`config.mk`:
```
export PLATFORM = sky130hd
export DESIGN_NAME = player_state_module
export DESIGN_NICKNAME = d
export VERILOG_FILES = /design/src/rtl/player_state_module.sv
export SDC_FILE = /design/constraint.sdc
export NUM_CORES = 1
export LEC_CHECK = 0
export CORE_ASPECT_RATIO = 0.6
export CORE_UTILIZATION = 35
export CTS_BUF_LIST = sky130_fd_sc_hd__clkbuf_4
export DETAILED_ROUTE_END_ITERATION = 6
export PLACE_DENSITY_LB_ADDON = 0.1
export SLEW_MARGIN = 20
export SYNTH_ARGS = -nofsm -noshare
export SYNTH_HDL_FRONTEND = slang
export SYNTH_SLANG_ARGS = --single-unit
```
`constraint.sdc`:
```
create_clock -name Clk -period 3.4 [get_ports Clk]
set_input_delay 0.34 -clock Clk [delete_from_list [all_inputs] [get_ports Clk]]
set_output_delay 0.34 -clock Clk [all_outputs]
set_load 0.005 [all_outputs]
```
`src/rtl/player_state_module.sv`:
```
// Per-frame player/camera state engine.
// On each new_frame pulse the heading is rotated according to the latched mode.
// In manual mode with forward or back pressed, the engine fetches cos/sin from
// an external trig ROM, advances the position and clamps it to the map bounds.
// Heading and position are committed together, so a reader never sees a half update.
module player_state_module #(
  parameter int INT_W     = 8,
  parameter int FRAC_W    = 8,
  parameter int ANGLE_W   = 8,
  parameter int TRIG_W    = 10,
  parameter int MOVE_STEP = 64,
  parameter int SPIN_STEP = 1,
  parameter int MIN_POS   = 16,
  parameter int MAX_POS   = 240,
  parameter int INIT_X    = 128,
  parameter int INIT_Y    = 128
) (
  input  logic                      Clk,
  input  logic                      Reset_n,
  input  logic                      new_frame,
  input  logic [1:0]                mode,
  input  logic                      btn_left,
  input  logic                      btn_right,
  input  logic                      btn_fwd,
  input  logic                      btn_back,
  output logic                      trig_req,
  output logic [ANGLE_W-1:0]        trig_angle,
  input  logic                      trig_ack,
  input  logic [TRIG_W-1:0]         cos_in,
  input  logic [TRIG_W-1:0]         sin_in,
  output logic [INT_W+FRAC_W-1:0]   pos_x,
  output logic [INT_W+FRAC_W-1:0]   pos_y,
  output logic [ANGLE_W-1:0]        player_angle,
  output logic                      busy,
  output logic [7:0]                frames_missed
);

  localparam int POS_W  = INT_W + FRAC_W;
  localparam int CAND_W = POS_W + 2;            // sign + carry headroom
  localparam int PROD_W = TRIG_W + POS_W + 1;

  localparam logic [ANGLE_W-1:0]       SPIN_V     = ANGLE_W'(SPIN_STEP);
  localparam logic [ANGLE_W-1:0]       ANGLE_ZERO = {ANGLE_W{1'b0}};
  localparam logic signed [PROD_W-1:0] STEP_EXT   = PROD_W'(MOVE_STEP);
  localparam logic signed [CAND_W-1:0] MIN_C      = CAND_W'(MIN_POS << FRAC_W);
  localparam logic signed [CAND_W-1:0] MAX_C      = CAND_W'(MAX_POS << FRAC_W);
  localparam logic [POS_W-1:0]         MIN_V      = POS_W'(MIN_POS << FRAC_W);
  localparam logic [POS_W-1:0]         MAX_V      = POS_W'(MAX_POS << FRAC_W);
  localparam logic [POS_W-1:0]         INIT_X_V   = POS_W'(INIT_X << FRAC_W);
  localparam logic [POS_W-1:0]         INIT_Y_V   = POS_W'(INIT_Y << FRAC_W);

  typedef enum logic [2:0] {IDLE, ROTATE, TRIG_REQ, MOVE, COMMIT} state_t;

  state_t                     state_q, state_d;
  logic [1:0]                 mode_q, mode_d;
  logic                       left_q, left_d, right_q, right_d;
  logic                       fwd_q, fwd_d, back_q, back_d;
  logic [ANGLE_W-1:0]         next_angle_q, next_angle_d;
  logic [TRIG_W-1:0]          cos_q, cos_d, sin_q, sin_d;
  logic signed [CAND_W-1:0]   cand_x_q, cand_x_d, cand_y_q, cand_y_d;
  logic [POS_W-1:0]           pos_x_q, pos_x_d, pos_y_q, pos_y_d;
  logic [ANGLE_W-1:0]         angle_q, angle_d;
  logic                       busy_q, busy_d;
  logic                       trig_req_q, trig_req_d;
  logic [ANGLE_W-1:0]         trig_angle_q, trig_angle_d;
  logic [7:0]                 missed_q, missed_d;

  logic [ANGLE_W-1:0]         delta_s;
  logic                       move_s;
  logic signed [PROD_W-1:0]   prod_x_s, prod_y_s, shx_s, shy_s;
  logic signed [CAND_W-1:0]   dx_s, dy_s, cand_x_s, cand_y_s;

  // Clamp one candidate axis into the inclusive map bounds; negatives land on min.
  function automatic logic [POS_W-1:0] clamp_pos(input logic signed [CAND_W-1:0] c);
    if (c < MIN_C) begin
      return MIN_V;
    end else if (c > MAX_C) begin
      return MAX_V;
    end else begin
      return POS_W'(c);
    end
  endfunction

  // Heading change for this frame from the latched mode and buttons.
  always_comb begin
    delta_s = ANGLE_ZERO;
    case (mode_q)
      2'b01: delta_s = SPIN_V;
      2'b10: begin
        if (right_q && !left_q) begin
          delta_s = SPIN_V;
        end else if (left_q && !right_q) begin
          delta_s = -SPIN_V;
        end else begin
          delta_s = ANGLE_ZERO;
        end
      end
      default: delta_s = ANGLE_ZERO;
    endcase
  end

  assign move_s = (mode_q == 2'b10) && (fwd_q ^ back_q);

  // Scaled step per axis: trig sample times step, arithmetic shift floors toward -inf.
  always_comb begin
    prod_x_s = {{(PROD_W-TRIG_W){cos_q[TRIG_W-1]}}, cos_q} * STEP_EXT;
    prod_y_s = {{(PROD_W-TRIG_W){sin_q[TRIG_W-1]}}, sin_q} * STEP_EXT;
    shx_s    = prod_x_s >>> (TRIG_W - 2);
    shy_s    = prod_y_s >>> (TRIG_W - 2);
    dx_s     = CAND_W'(back_q ? -shx_s : shx_s);
    dy_s     = CAND_W'(back_q ? -shy_s : shy_s);
    cand_x_s = dx_s + $signed({2'b00, pos_x_q});
    cand_y_s = dy_s + $signed({2'b00, pos_y_q});
  end

  // Next-state and next-output logic of the update sequencer.
  always_comb begin
    state_d      = state_q;
    mode_d       = mode_q;
    left_d       = left_q;
    right_d      = right_q;
    fwd_d        = fwd_q;
    back_d       = back_q;
    next_angle_d = next_angle_q;
    cos_d        = cos_q;
    sin_d        = sin_q;
    cand_x_d     = cand_x_q;
    cand_y_d     = cand_y_q;
    pos_x_d      = pos_x_q;
    pos_y_d      = pos_y_q;
    angle_d      = angle_q;
    busy_d       = busy_q;
    trig_req_d   = trig_req_q;
    trig_angle_d = trig_angle_q;
    missed_d     = missed_q;

    if (new_frame && (state_q != IDLE) && (missed_q != 8'hFF)) begin
      missed_d = missed_q + 8'd1;
    end else begin
      missed_d = missed_q;
    end

    case (state_q)
      IDLE: begin
        if (new_frame) begin
          mode_d  = mode;
          left_d  = btn_left;
          right_d = btn_right;
          fwd_d   = btn_fwd;
          back_d  = btn_back;
          busy_d  = 1'b1;
          state_d = ROTATE;
        end else begin
          state_d = IDLE;
        end
      end
      ROTATE: begin
        next_angle_d = angle_q + delta_s;
        cand_x_d     = $signed({2'b00, pos_x_q});
        cand_y_d     = $signed({2'b00, pos_y_q});
        if (move_s) begin
          trig_req_d   = 1'b1;
          trig_angle_d = angle_q + delta_s;
          state_d      = TRIG_REQ;
        end else begin
          state_d = COMMIT;
        end
      end
      TRIG_REQ: begin
        if (trig_ack) begin
          cos_d      = cos_in;
          sin_d      = sin_in;
          trig_req_d = 1'b0;
          state_d    = MOVE;
        end else begin
          state_d = TRIG_REQ;
        end
      end
      MOVE: begin
        cand_x_d = cand_x_s;
        cand_y_d = cand_y_s;
        state_d  = COMMIT;
      end
      COMMIT: begin
        pos_x_d = clamp_pos(cand_x_q);
        pos_y_d = clamp_pos(cand_y_q);
        angle_d = next_angle_q;
        busy_d  = 1'b0;
        state_d = IDLE;
      end
      default: begin
        busy_d     = 1'b0;
        trig_req_d = 1'b0;
        state_d    = IDLE;
      end
    endcase
  end

  // State and output registers; reset clears an in-flight request immediately.
  always_ff @(posedge Clk or negedge Reset_n) begin
    if (!Reset_n) begin
      state_q      <= IDLE;
      mode_q       <= 2'b00;
      left_q       <= 1'b0;
      right_q      <= 1'b0;
      fwd_q        <= 1'b0;
      back_q       <= 1'b0;
      next_angle_q <= ANGLE_ZERO;
      cos_q        <= {TRIG_W{1'b0}};
      sin_q        <= {TRIG_W{1'b0}};
      cand_x_q     <= {CAND_W{1'b0}};
      cand_y_q     <= {CAND_W{1'b0}};
      pos_x_q      <= INIT_X_V;
      pos_y_q      <= INIT_Y_V;
      angle_q      <= ANGLE_ZERO;
      busy_q       <= 1'b0;
      trig_req_q   <= 1'b0;
      trig_angle_q <= ANGLE_ZERO;
      missed_q     <= 8'd0;
    end else begin
      state_q      <= state_d;
      mode_q       <= mode_d;
      left_q       <= left_d;
      right_q      <= right_d;
      fwd_q        <= fwd_d;
      back_q       <= back_d;
      next_angle_q <= next_angle_d;
      cos_q        <= cos_d;
      sin_q        <= sin_d;
      cand_x_q     <= cand_x_d;
      cand_y_q     <= cand_y_d;
      pos_x_q      <= pos_x_d;
      pos_y_q      <= pos_y_d;
      angle_q      <= angle_d;
      busy_q       <= busy_d;
      trig_req_q   <= trig_req_d;
      trig_angle_q <= trig_angle_d;
      missed_q     <= missed_d;
    end
  end

  assign trig_req      = trig_req_q;
  assign trig_angle    = trig_angle_q;
  assign pos_x         = pos_x_q;
  assign pos_y         = pos_y_q;
  assign player_angle  = angle_q;
  assign busy          = busy_q;
  assign frames_missed = missed_q;

endmodule

```
Word level (Yosys, flattened, before mapping)
Index checks and enable logic that the tools add are counted.
W data, S select, Z words.
- output and inout port bits: 58
- logic and storage cells: 78
- bits of input ports: 30
- register bits: 131
- order comparisons: 4
- equality and inequality tests: 10
- reductions and logical operators: 17
- multiplexer cells: 20
- bitwise logic cells: 3
- add/subtract/negate cells: 6
- operator list (cell ; number):
    $pmux W18 S2 ; 2
    $mux W16 ; 4
    $add A18 B17 Y18 ; 2
    $gt A18 B17 Y1 const B ; 2
    $lt A18 B14 Y1 const B ; 2
    $mux W18 ; 2
    $neg A8 Y18 ; 2
    $mux W8 ; 2
    $pmux W8 S2 ; 1
    $pmux W3 S4 ; 1
    $add A8 B1 Y8 const B ; 1
    $add A8 B8 Y8 ; 1
    $ne A8 B8 Y1 const B ; 1
    $reduce_and A2 Y1 ; 4
    $eq A3 B2 Y1 const B ; 2
    $ne A2 B2 Y1 const B ; 3
    $reduce_or A3 Y1 ; 2
    $logic_and A1 B1 Y1 ; 5
    $mux W1 ; 5
    $eq A3 B1 Y1 const B ; 1
    $eq A3 B3 Y1 const B ; 1
    $logic_not A3 Y1 ; 1
    $mux W3 ; 1
    $pmux W1 S3 ; 1
    9 further kinds ; 11

Depth between registers and ports, before layout
- word-level depth: 6
- gate-level depth with buffers: 15
- gate-level depth less buffers: 15

Least setup slack after synthesis
OpenSTA, ideal clock, no wires.
- kind: register to register
- start point: register cos_q[4]
- end point: register cand_x_q[17]
- library setup time: 0.124 ns
- slack: -0.065 ns
- data arrival time: 3.341 ns
- clock period less this slack: 3.465 ns
- buffers on the path: 0
- required time: 3.276 ns
- stages on the path, launching flop included: 13
- cell sequence: dfrtp_1 -> or3_4 -> or3b_2 -> or3_1 -> ha_1 -> a21oi_1 -> ha_1 -> a21oi_1 -> o21ai_0 -> a41oi_1 -> o21ai_0 -> mux2i_1 -> a211o_1
- word-level cells in the longest chain between the ends: 4
- ends and longest elaborated chain (what ; RTL line ; RTL):
    start: declaration ; 59 ; logic [TRIG_W-1:0] cos_q, cos_d, sin_q, sin_d;
    start signal: assignment ; 209 ; cos_q <= {TRIG_W{1'b0}};
    start signal: assignment ; 228 ; cos_q <= cos_d;
    $neg A8 Y18 ; 110 ; dx_s = CAND_W'(back_q ? -shx_s : shx_s);
    $mux W18 * ; 110 ;
    $add A18 B17 Y18 * ; 112 ; cand_x_s = dx_s + $signed({2'b00, pos_x_q});
    $pmux W18 S2 * ; 143 ; case (state_q)
    end signal: assignment ; 211 ; cand_x_q <= {CAND_W{1'b0}};
    end signal: assignment ; 230 ; cand_x_q <= cand_x_d;
    end: declaration ; 60 ; logic signed [CAND_W-1:0] cand_x_q, cand_x_d, cand_y_q, cand_y_d;
Every way passes the cells marked *; elsewhere a longest branch is shown, timed or not.
A chain may end at the register's enable or synchronous reset.

Final worst setup path
- start point: register cos_q[5]
- end point: register cand_x_q[12]
Same word-level chain as after synthesis.

==> impl.org <==
** Global route
- The initial antenna violation count came to 0.
- In the global route stage, overall resource usage came out at 20.0%.
- GR Overflow Total :: 0
- Vias in the first global route :: 6275
- The first global-routing pass estimated 34000 um of wire.
- Entering global routing, the biggest net connects 96 pins.

** Routing
- After detailed routing, the number of vias per cell comes to 5.26.
- Detailed routing placed a total of 9010 um of wire on met2.
- Highest metal layer with signal wires :: met4
- Met3 wire length :: 927 um
- Summing over every cut layer, the via total after detailed routing is 6316.
- Wire length per cell :: 17.5 um
- 1st-pass router iterations :: 6
- Drc violations :: 0
- 1st-iter DRT viols :: 300
- Routed wire length :: 21000 um
- Length of routed wiring on met1 :: 10900 um
- The detail route stage leaves a number of antenna-violating nets equal to 0.

** Finish
- Filler cell count :: 2004
- Net total in the final layout :: 990
- Cells fill 45.3% of the core in the end.
- Area taken by multi-input logic gates :: 4360 um2
- Leaving out fill and tap cells, the most frequent cell in the layout is sky130_fd_sc_hd__dfrtp_1.
- Cells with a size suffix above 1 make up 17.6% of the layout.
- Area of all sequential standard cells :: 3180 um2
- The finished layout holds 1200 standard cells, fillers aside.
- The number of antenna diodes in the final layout is 0.
- Compared with the post-synthesis result, the final layout area differs by 26.6%.
- Highest-count cells in the layout ignoring fill and taps :: sky130_fd_sc_hd__dfrtp_1, sky130_fd_sc_hd__nand2_1, sky130_fd_sc_hd__clkdlybuf4s50_1, sky130_fd_sc_hd__o21ai_0, sky130_fd_sc_hd__buf_4

** Setup path
- Start-to-end type of the worst setup path :: reg2reg
- Arrival time at the worst endpoint :: 3.82 ns
- CP bufs+invs :: 1
- Worst Setup Start Kind :: flip-flop
- The signal on the critical path passes through or3_4 -> or3b_4 -> or3_4 -> ha_4 -> a21oi_4 -> ha_4 -> o21ai_2 -> a32oi_2 -> o211ai_1 -> buf_4 -> a21oi_2 -> xor2_1 -> nand2_1 -> a21oi_2.
- Element type at the critical path end :: flip-flop
- In this design, the stage delay of the slowest critical-path cell is 0.40 ns.
- In this run the worst setup path begins at cos_q[5]$_DFFE_PN0P_.
- Of all nets on the critical path, the largest fanout is 4.
- Setup slack of the worst register-to-register path :: 0.06 ns
- In this design, the largest share of critical-path delay is due to simple AND/OR/NAND/NOR gates.
- For the worst setup path, the data required time is 3.88 ns.
- The worst register-to-register path begins at cos_q[5]$_DFFE_PN0P_.
- The largest individual stage delay along the critical path comes from the cell sky130_fd_sc_hd__or3_4.

** Logic synthesis
- In this run the biggest area consumer among cell types represents 41.5% of the synthesized area.
- For this run, the leading register cell type out of synthesis is sky130_fd_sc_hd__dfrtp_1.
- Post-synthesis instance area :: 7530 um2
- Distinct cell type count after synthesis :: 69
- For this run, the register share of the synthesized area comes to 42.2%.
- During synthesis, Yosys emitted a total of 0 warnings.
- Cell type with the highest aggregate area in the netlist :: sky130_fd_sc_hd__dfrtp_1
- Each instance of the synthesized netlist takes up on average 9.64 um2.
- After synthesis, the share of flip-flops with an asynchronous set or reset is 100%.
- Number of nets produced by synthesis :: 864
- Flip-flop and latch count after synthesis :: 127
- Largest cells by area after synthesis :: sky130_fd_sc_hd__dfrtp_1, sky130_fd_sc_hd__ha_1, sky130_fd_sc_hd__nand2_1, sky130_fd_sc_hd__o21ai_0, sky130_fd_sc_hd__xnor2_1
- In the synthesized netlist, the number of instances is 782.
- EDFF count, synth :: 0

** CTS
- Sinks on Clock Net :: 127
- The tree is rooted in a sky130_fd_sc_hd__clkbuf_4.
- TritonCTS built the clock tree.
- Clock transition at the register clock pins on the worst setup and hold paths after CTS :: 0.11 ns
- Clock latency on the worst-skew pair, taken at its later pin, is 0.55 ns.
- Max Buffers Root-to-Sink :: 2
- In this run the number of H-tree levels came out at 4.
- Buffers inserted during clock tree synthesis total 17.

** Timing
- Of the available clock period, the critical path in the final layout requires 98.3%.
- Setup repair after global routing missed its margin :: true
- Max-slew violation count :: 0
- In this run the tightest slew margin relative to its limit is 31.6%.
- After layout, the minimum clock period comes to 3.34 ns.
- The final hold violation count was 0.
- # setup viols final :: 0
- Worst-Margin Slew :: 1.02 ns
- Accumulated negative setup slack :: 0 ns
- Worst clock skew :: 0.0138 ns
- Worst slack on hold paths :: 0.279 ns
- Maximum operating frequency :: 0.299 GHz

** Placed design
- Instance count after placement with tap cells included :: 1159
- Placer congestion estimate :: 0.893
- Port buffering added 83 buffers.
- HPWL Detailed :: 15100 um

** Worst hold path
- Worst min path class :: in2async

** Pwr
- Power Dens Cells :: 1080 nW/um2
- For this design the static power due to leakage is 4.26 nW.
- The worst-case IR drop observed on VDD is 0.000271 V.
- The design draws 10.3 mW.

** Floorplan
- Number of primary I/O pins :: 88
- Horizontal die dimension :: 191 um
- In this run the vertical extent of the chip is 116 um.
- In this run the standard cell core region covers 21000 um2.
- For this configuration, the core starts out at a cell density of 35.8%.
- Row count :: 41
- Die footprint :: 22100 um2

** Run status
- Run status :: finished clean

** Flow run
- Max-cap viol count :: 0
synthesized netlist by cell type (all sizes together), types with 18 or more instances:
cell      n
dfrtp   125
xnor2    31
mux2     23
a22o     24
nor2     43
mux2i    19
nand2   107
inv      30
clkbuf   22
a21o     18
xor2     20
a21oi    50
o21ai    63
ha       49
metrics by stage:
stage / setup slack [ns] / area [um2]
after floorplan: -0.00893 / 7540
after global placement: -0.124 / 8970
after detailed placement: -0.256 / 8970
after CTS: -0.0606 / 9420
after global routing: -0.0621 / 9540
final: 0.0590 / 9540
power by group:
| part | total, mW | switching, mW | internal [mW] | leakage, nW |
|---|---|---|---|---|
| combinational | 6.49 | 3.34 | 3.16 | 2.47 |
| clock | 1.03 | 0.565 | 0.463 | 0.151 |
| sequential | 2.82 | 0.694 | 2.13 | 1.64 |
| total | 10.3 | 4.59 | 5.75 | 4.26 |
kinds of logic (layout without fill, tap and decap cells):
logic type      after synthesis  after routing  share of synthesized area [%]
fa+ha+maj                    52             52                           8.93
buf+inv                      60            199                           3.20
flops                       127            127                           42.2
simple gates                229            229                           14.2
mux                          42             42                           5.96
compound gates              221            221                           19.5
xor+xnor                     51             51                           5.93
registers in the layout, summed over array words and instances, names as in the netlist:
name / count
cand_x_q: 18
left_q: 1
back_q: 1
pos_y: 16
sin_q: 8
frames_missed: 8
cand_y_q: 18
player_angle: 8
cos_q: 8
fwd_q: 1
right_q: 1
mode_q: 2
state_q: 3
busy: 1
pos_x: 16
trig_angle: 8
trig_req: 1
next_angle_q: 8
repair_timing:
| item | in CTS | in global routing |
|---|---|---|
| hold buffers | 1 | 0 |
| cloned | 0 | 0 |
| endpoints found under the setup margin | 10 | 18 |
| resized for setup | 27 | 26 |
| pin swaps | 28 | 18 |
| setup buffers | 8 | 1 |
| hold endpoints to repair | 32 | 0 |
routing by layer:
layer  global-route usage (%)  up-vias
met5                        0        -
met4                     4.29        0
met3                     4.57       19
met2                     30.2      140
met1                     29.3     3104
li1                         -     3053
layout make-up:
class	instances	share of cell area (%)
Tap cell	279	3.66
Sequential cell	127	33.3
Clock buffer	22	1.73
Multi-Input combinational cell	595	45.7
Timing Repair Buffer	137	13.3
Clock inverter	10	0.997
Inverter	30	1.18
path summary, 6_finish.rpt:
check,endpoint,cells after the start
worst max-delay path,cand_x_q[12]$_DFFE_PN0P_,14
worst min-delay path,frames_missed[7]$_DFFE_PN0P_,2
worst max register to register,cand_x_q[12]$_DFFE_PN0P_,14
worst min register to register,player_angle[3]$_DFFE_PN0P_,2
max in group asynchronous,cand_x_q[2]$_DFFE_PN0P_,3
min in group Clk,cos_q[2]$_DFFE_PN0P_,3
(Power assumes the default switching activity.)
